File: config.mk
export PLATFORM = sky130hd
export DESIGN_NAME = fk_pll_seq
export DESIGN_NICKNAME = d
export VERILOG_FILES = /design/src/rtl/fk_pll_pkg.sv /design/src/rtl/fk_spi_shifter.sv /design/src/rtl/fk_pll_seq.sv
export SDC_FILE = /design/constraint.sdc
export NUM_CORES = 1
export LEC_CHECK = 0
export ABC_CLOCK_PERIOD_IN_PS = 2300
export CAP_MARGIN = 10
export CELL_PAD_IN_SITES_DETAIL_PLACEMENT = 1
export CELL_PAD_IN_SITES_GLOBAL_PLACEMENT = 2
export CORE_AREA = 4 4 102 104
export CTS_CLUSTER_DIAMETER = 30
export CTS_CLUSTER_SIZE = 28
export DETAILED_ROUTE_END_ITERATION = 8
export DIE_AREA = 0 0 106 108
export PLACE_DENSITY_LB_ADDON = 0.2
export RECOVER_POWER = 25
export SYNTH_ARGS = -nofsm -noshare
export SYNTH_HDL_FRONTEND = slang
export SYNTH_SLANG_ARGS = --single-unit
File: constraint.sdc
create_clock -name clk_6M -period 2.3 [get_ports clk_6M]
set_input_delay 0.46 -clock clk_6M [delete_from_list [all_inputs] [get_ports clk_6M]]
set_output_delay 0.46 -clock clk_6M [all_outputs]
set_load 0.01 [all_outputs]
File: src/rtl/fk_pll_pkg.sv
// Shared state encoding, radio word layout and limits for the channel-hop PLL sequencer.
package fk_pll_pkg;

    typedef enum logic [2:0] {
        IDLE   = 3'd0,
        LOAD   = 3'd1,
        CAL    = 3'd2,
        SHIFT  = 3'd3,
        SETTLE = 3'd4,
        DONE   = 3'd5
    } pll_state_t;

    localparam int          WORD_W      = 16;
    localparam logic [3:0]  ADDR_CH     = 4'h3;
    localparam logic [3:0]  ADDR_CAL    = 4'h5;
    localparam logic [11:0] CAL_PAYLOAD = 12'h001;
    localparam logic [6:0]  FK_MAX      = 7'd78;
    localparam logic [8:0]  SETTLE_DEF  = 9'd450;

    localparam logic [WORD_W-1:0] CAL_WORD = {ADDR_CAL, CAL_PAYLOAD};

    // Each serial bit spans two clocks, so a word occupies 2*WORD_W cycles.
    localparam logic [4:0] LAST_PHASE = 5'(2 * WORD_W - 1);

    function automatic logic [WORD_W-1:0] chan_word(input logic tx, input logic [6:0] ch);
        return {ADDR_CH, tx, 4'h0, ch};
    endfunction

endpackage

File: src/rtl/fk_spi_shifter.sv
// MSB-first serial shifter to the radio: two clocks per bit, sclk high on the second.
module fk_spi_shifter
    import fk_pll_pkg::*;
(
    input  logic              clk,
    input  logic              rst,
    input  logic              load,
    input  logic [WORD_W-1:0] word,
    output logic              sclk,
    output logic              sdata,
    output logic              sen,
    output logic              done
);

    logic [WORD_W-1:0] sreg;
    logic [4:0]        phase;
    logic              active;

    always_ff @(posedge clk) begin
        if (rst) begin
            sreg   <= '0;
            phase  <= '0;
            active <= 1'b0;
        end else if (load) begin
            sreg   <= word;
            phase  <= '0;
            active <= 1'b1;
        end else if (active) begin
            phase <= phase + 5'd1;
            // Advance after the high half so new data appears while sclk is low.
            if (phase[0]) begin
                sreg <= {sreg[WORD_W-2:0], 1'b0};
            end
            if (phase == LAST_PHASE) begin
                active <= 1'b0;
            end
        end
    end

    assign sen   = active;
    assign sclk  = active & phase[0];
    assign sdata = active & sreg[WORD_W-1];
    assign done  = active && (phase == LAST_PHASE);

endmodule

File: src/rtl/fk_pll_seq.sv
// Channel-hop PLL sequencer: writes the channel word to the radio, then times PLL settle.
// Build option FK_PLL_SEQ_CAL_EN sends a calibration word (plus 2-cycle gap) before each channel word.
module fk_pll_seq
    import fk_pll_pkg::*;
(
    input  logic       clk_6M,
    input  logic       rst,
    input  logic       p_033us,
    input  logic       fk_chg_p,
    input  logic [6:0] fk,
    input  logic       txbit_period,
    input  logic [8:0] regi_pll_settle,
    output logic       rf_sclk,
    output logic       rf_sdata,
    output logic       rf_sen,
    output logic       fkset_p,
    output logic       pll_busy,
    output logic [6:0] fk_cur,
    output logic       fk_err_p
);

    pll_state_t state;
    pll_state_t state_nx;

    logic [6:0]        cap_fk;
    logic              cap_tx;
    logic              pend_vld;
    logic [6:0]        pend_fk;
    logic              pend_tx;
    logic [8:0]        settle_cnt;
    logic [8:0]        settle_tgt;
    logic              sh_load;
    logic [WORD_W-1:0] sh_word;
    logic              sh_done;
    logic              req;
    logic [6:0]        req_fk;
    logic              req_tx;
    logic              settle_hit;

`ifdef FK_PLL_SEQ_CAL_EN
    logic [1:0]        gap_cnt;
`endif

    // fk_chg_p is a request with no back-pressure: taken straight into LOAD when the
    // sequencer can start a word, otherwise parked in a one-deep pending slot (newest wins).
    assign req    = fk_chg_p | pend_vld;
    assign req_fk = fk_chg_p ? fk : pend_fk;
    assign req_tx = fk_chg_p ? txbit_period : pend_tx;

    assign settle_hit = (settle_cnt == settle_tgt) ||
                        (p_033us && ((settle_cnt + 9'd1) == settle_tgt));

    always_ff @(posedge clk_6M) begin
        if (rst) begin
            state <= IDLE;
        end else begin
            state <= state_nx;
        end
    end

    always_comb begin
        state_nx = state;
        sh_load  = 1'b0;
        sh_word  = chan_word(cap_tx, cap_fk);
        fk_err_p = 1'b0;
        fkset_p  = 1'b0;
        case (state)
            IDLE: begin
                if (req) begin
                    state_nx = LOAD;
                end
            end
            LOAD: begin
                if (cap_fk > FK_MAX) begin
                    fk_err_p = 1'b1;
                    state_nx = IDLE;
                end else begin
                    sh_load = 1'b1;
`ifdef FK_PLL_SEQ_CAL_EN
                    sh_word  = CAL_WORD;
                    state_nx = CAL;
`else
                    state_nx = SHIFT;
`endif
                end
            end
            CAL: begin
`ifdef FK_PLL_SEQ_CAL_EN
                if (gap_cnt == 2'd1) begin
                    sh_load  = 1'b1;
                    state_nx = SHIFT;
                end
`else
                state_nx = IDLE;
`endif
            end
            SHIFT: begin
                if (sh_done) begin
                    state_nx = req ? LOAD : SETTLE;
                end
            end
            SETTLE: begin
                if (req) begin
                    state_nx = LOAD;
                end else if (settle_hit) begin
                    state_nx = DONE;
                end
            end
            DONE: begin
                fkset_p  = 1'b1;
                state_nx = req ? LOAD : IDLE;
            end
            default: begin
                state_nx = IDLE;
            end
        endcase
    end

    always_ff @(posedge clk_6M) begin
        if (rst) begin
            cap_fk     <= '0;
            cap_tx     <= 1'b0;
            pend_vld   <= 1'b0;
            pend_fk    <= '0;
            pend_tx    <= 1'b0;
            settle_cnt <= '0;
            settle_tgt <= '0;
            fk_cur     <= '0;
        end else begin
            if (state_nx == LOAD) begin
                cap_fk   <= req_fk;
                cap_tx   <= req_tx;
                pend_vld <= 1'b0;
            end else if (fk_chg_p) begin
                pend_vld <= 1'b1;
                pend_fk  <= fk;
                pend_tx  <= txbit_period;
            end

            if (state == SHIFT && sh_done) begin
                fk_cur     <= cap_fk;
                settle_cnt <= '0;
                settle_tgt <= regi_pll_settle;
            end else if (state == SETTLE && p_033us && settle_cnt != settle_tgt) begin
                settle_cnt <= settle_cnt + 9'd1;
            end
        end
    end

`ifdef FK_PLL_SEQ_CAL_EN
    // gap_cnt runs 2,1 across the two idle cycles between calibration and channel words.
    always_ff @(posedge clk_6M) begin
        if (rst) begin
            gap_cnt <= '0;
        end else if (state == CAL) begin
            if (sh_done) begin
                gap_cnt <= 2'd2;
            end else if (gap_cnt != 2'd0) begin
                gap_cnt <= gap_cnt - 2'd1;
            end
        end else begin
            gap_cnt <= '0;
        end
    end
`endif

    fk_spi_shifter u_shifter (
        .clk   (clk_6M),
        .rst   (rst),
        .load  (sh_load),
        .word  (sh_word),
        .sclk  (rf_sclk),
        .sdata (rf_sdata),
        .sen   (rf_sen),
        .done  (sh_done)
    );

    assign pll_busy = (state != IDLE);

endmodule

* After elaboration in Yosys (flattened, before gate mapping) *
Cells that the tools add are included.

cells by class
  add/subtract/negate cells = 2
  order comparisons = 1
  equal/unequal tests = 9
  muxes and demuxes = 21
  bitwise operators = 3
  reduce and logical (&&, ||, !) cells = 15

operators with widths
  kind                 count
  $mux 14              3
  $eq 9x9->1           2
  $mux 3               5
  $pmux 3 s5           1
  $mux 1               10
  $add 9x1->9 const B  1
  $ne 9x9->1           1
  $gt 7x7->1 const B   1
  $mux 7               1
  $eq 3x1->1 const B   2
  $eq 3x3->1 const B   2
  $reduce_or 2->1      3
  $add 5x1->5 const B  1
  $eq 5x5->1 const B   1
  $logic_and 1x1->1    5
  $reduce_and 2->1     2
  $reduce_bool 2->1    2
  $eq 3x2->1 const B   1
  $logic_not 3->1      1
  $reduce_bool 3->1    1
  $and 1x1->1          2
  $mux 2               1
  $logic_or 1x1->1     1
  $or 1x1->1           1

storage, ports and cells
  register bits after elaboration = 67
  output and inout port bits = 13
  word-level logic and storage cells = 64

* Depth between registers and ports, before layout *
  depth after elaboration = 9
  gate-level depth with buffers = 10
  gate-level depth less buffers = 8

* Modules after synthesis *
A second synthesis with hierarchy kept.

second synthesis, totals
  cells, all modules = 382
  area, all modules = 3285.7 µm²

by module, submodules not included
  module          times used  cells each  area an instance (µm²)  seq. area each (µm²)
  fk_pll_seq      1           265         2179.6                  900.9
  fk_spi_shifter  1           117         1106.1                  440.4

* Least setup slack after synthesis *
No wires, ideal clock.

  path kind = register -> register
  start point = register u_shifter.phase[0]
  end point = register cap_fk[6]
  arrival = 1.778 ns
  required time = 2.214 ns
  slack = 0.436 ns
  cell stages (with the launch flop) = 11
  cell sequence = dfxtp_1 > ha_1 > and3_1 > ha_1 > nand3_1 > nor2_1 > o22a_1 > buf_2 > buf_2 > nor2_1 > a211oi_1

between the ends
  word-level cells in the longest chain between the ends = 5

ends and longest elaborated chain
  element                 RTL line              text
  from (decl)             fk_spi_shifter.sv:16  logic [4:0] phase;
  from (signal assigned)  fk_spi_shifter.sv:29  phase <= phase + 5'd1;
  $eq 5x5->1              fk_spi_shifter.sv:43  assign done = active && (phase == LAST_PHASE);
  $logic_and 1x1->1       fk_spi_shifter.sv:43
  $mux 3                  fk_pll_seq.sv:98      if (sh_done) begin
  $pmux 3 s5              fk_pll_seq.sv:67      case (state)
  $eq 3x1->1              fk_pll_seq.sv:130     if (state_nx == LOAD) begin
  to (signal assigned)    fk_pll_seq.sv:131     cap_fk <= req_fk;
  to (decl)               fk_pll_seq.sv:25      logic [6:0] cap_fk;

Every way passes these cells.
A chain may end at the register's enable or synchronous reset.

* Worst setup path in the final report *
  start point = register cap_fk[1]
  end point = output port fk_err_p

between the ends
  word-level cells in the longest chain between the ends = 3

ends and longest elaborated chain
  element     RTL line          text
  $gt 7x7->1  fk_pll_seq.sv:74  if (cap_fk > FK_MAX) begin
  $mux 1      fk_pll_seq.sv:74
  $mux 1      fk_pll_seq.sv:67
  to (decl)   fk_pll_seq.sv:19  output logic fk_err_p

Every way passes these cells.

==> metrics.txt <==
gr ovfl total=0; Post-synth EDFFs=0; Non-Filler Instances=545; CP bufs+invs=1; Final Power=0.00261 W; kind of critical path=reg -> out; Mapped Cells=371; H-tree levels=3; Peak VDD IR=0.000281 V; clock skew=0.0127 ns; synthesis-to-layout area growth=22.9%; WL final=7.70 mm; number of global-route vias before repair=2647; cell with the most instances after synthesis=nand2_1; CTS tree=done; outcome=complete, no violations; worst skew pair latency=0.34 ns; Initial Util=roughly 32%; diode count=0; I/O pin cnt=34; drt wl/cell=14.1 microns; fin crit period=between 2 and 2.5 ns; Clock Tree Buf Depth=2; sequential cell area fraction in the yosys report=43.4%; power density over the cells=687 nW/um^2; first-pass GRT wire length=12.9 mm; DIE HEIGHT=around 110 microns; standard-cell rows=36; MaxCap Viol Count=0; GP Congestion=0.759; CP arrival=1.74 ns; nets=between 400 and 500; DP HPWL=5.52 mm; Max Fclk=between 400 and 500 MHz; multi-input logic area=1630 sq um; Final Setup Violations=0; DRC=0; initial antenna violation count=0; Iter 0 DRT Violations=55; Post-CTS Setup Bufs=0; Pre-antenna DRT Iters=4; CTS Sinks=67; Top FF cell, synth=dfxtp_1; Slowest-stage cell, CP=clkdlybuf4s50_1; most area-consuming cells after synthesis=dfxtp_1 (43%), nand2_1 (9.4%), mux2i_1 (6.5%); Yosys reg bits=67; Root Buffer=clkbuf_8; Worst Tran Pin Value=about 0.73 ns; Routed Antenna Nets=0; Setup TNS Final=0 ns; Critical Path RT=1.84 ns; FF/Latch Area=around 1300 sq um; Worst Setup End Kind=output port; Worst path max stage delay=0.55 ns; Pins Over Slew Limit=0; Hold Crit Class=reg -> reg; Die Wd=106 microns; # fillers=around 1200; top cell type by total area after synthesis=dfxtp_1; RSZ-0062 raised after global routing=no; Post-synth ARST share=0%; largest net degree at the start of global routing=30; Simple-Gate Fraction of Synth Area=23.8%; number of buffers created by CTS=9; final hold violation count=0; syn nets=395; Syn Area/Cell=8.33 sq um; CP Cell Sequence=and4_1 > o31ai_2 > nor2_1 > clkdlybuf4s50_1; family with the most delay on the worst path=buffers and inverters; Syn. warnings=0; Leakage=around 1.4 nW; share of cells above drive strength 1=9.95%; Netlist cell types=46; relative slew slack=51.6%; adder-cell share of the synthesized area=~1.2%; DR vias/cell=4.92; die outline area=about 11000 sq um; synth cell count leaders=nand2_1 (77), dfxtp_1 (67), nor2_1 (37); Cell Count Post-Placement=529; final worst-path cycle share=95.6%; CP startpoint kind=flip-flop; mux contribution to synthesized area=6.48%; Synth Area in XOR/XNOR=5.87%; Reg clk slew, reported paths=0.08 ns; Mapped Area=3090 sq um; PortBufs=33; GRT Total Usage=14.0%; Synth Area in Compound Gates=roughly 15%; via count=2680; largest family of logic cells by synthesized area=simple AND/OR/NAND/NOR gates; Yosys top cell area share=43.4%; core area=9550 sq um; Crit Path Max Fanout=4
-- flip-flops by register name (all words and copies together) (netlist names), 3 cells and up --
| name | flops |
|---|---|
| cap_fk | 7 |
| fk_cur | 7 |
| pend_fk | 7 |
| settle_cnt | 9 |
| settle_tgt | 9 |
| state | 3 |
| u_shifter.phase | 5 |
| u_shifter.sreg | 16 |
-- final cells by class --
type | instances | share of cell area [%]
clock inverter | 6 | 1.71
sequential | 67 | 35.4
inverter | 3 | 0.297
tap | 133 | 4.38
timing repair buffer | 51 | 11.8
multi-input combinational | 275 | 42.8
clock buffer | 10 | 3.62
-- stage by stage --
stage,hold WS (ns),utilization [%],cell area [sq um],setup slack [ns]
final,0.444,39.8,3800,0.101
after detailed placement,0.446,37.7,3600,0.0872
after global routing,0.480,39.8,3800,0.00348
after floorplan,0.429,-,3090,0.436
after CTS,0.453,39.8,3800,0.0436
after global placement,0.441,37.7,3600,0.230
-- path summary, 6_finish.rpt --
| check | start | slack (ns) | depth (start not counted) | endpoint |
|---|---|---|---|---|
| max reg2reg | u_shifter.phase[0] | 0.24 | 8 | cap_fk[4] |
| min reg2reg | u_shifter.sreg[14] | 0.44 | 2 | u_shifter.sreg[15] |
| max | cap_fk[1] | 0.10 | 4 | fk_err_p |
| min | u_shifter.sreg[14] | 0.44 | 2 | u_shifter.sreg[15] |
-- tightest hold or removal path, cell delays in order (launching register included) --
cell and delay, ns:
dfxtp_1 0.31, nand2_1 0.05, a21oi_1 0.05
-- layout by cell type, fill, tap and decap left out, types with 3 or more instances in the layout --
cell type / instances
xor2_1: 10
ha_1: 3
nand2b_1: 3
buf_4: 15
o31ai_1: 6
a31oi_1: 4
nand2_1: 77
nand3_1: 8
nor2_1: 36
a211oi_1: 8
a311oi_1: 7
clkbuf_8: 10
mux2i_1: 20
or4_1: 7
a21oi_1: 35
and3_1: 3
nand4_1: 3
nor3_1: 5
or3_1: 4
dlygate4sd3_1: 7
clkdlybuf4s50_1: 25
dfxtp_1: 66
clkbuf_1: 3
xnor2_1: 7
-- layer usage --
layer	global-route usage [%]	part of all wire [%]
met1	18.8	51
met2	22.2	45
met3	2.75	3.3
met4	5.55	1.4
met5	0	0
-- logic make-up after synthesis --
kind of cell / count (synthesis)
AO/OA/AOI/OAI: 72
AND/OR/NAND/NOR: 161
flip-flops: 67
adder cells (fa/ha/maj): 3
multiplexers: 20
XOR/XNOR: 19
buffers and inverters: 29
-- timing repair --
action | 4_1_cts | 5_1_grt
setup endpoints to repair | 0 | 9
hold buffers | 0 | 0
endpoints found under the hold margin | 0 | 0
resized for setup | 0 | 4
-- power by group --
part / switching, W / internal [W] / leakage (nW)
sequential: 0.0000681 / 0.00123 / 0.545
combinational: 0.000164 / 0.000149 / 0.736
clock: 0.000464 / 0.000530 / 0.102
total: 0.000696 / 0.00191 / 1.38
Note: power is estimated with default switching activity, not from simulation.
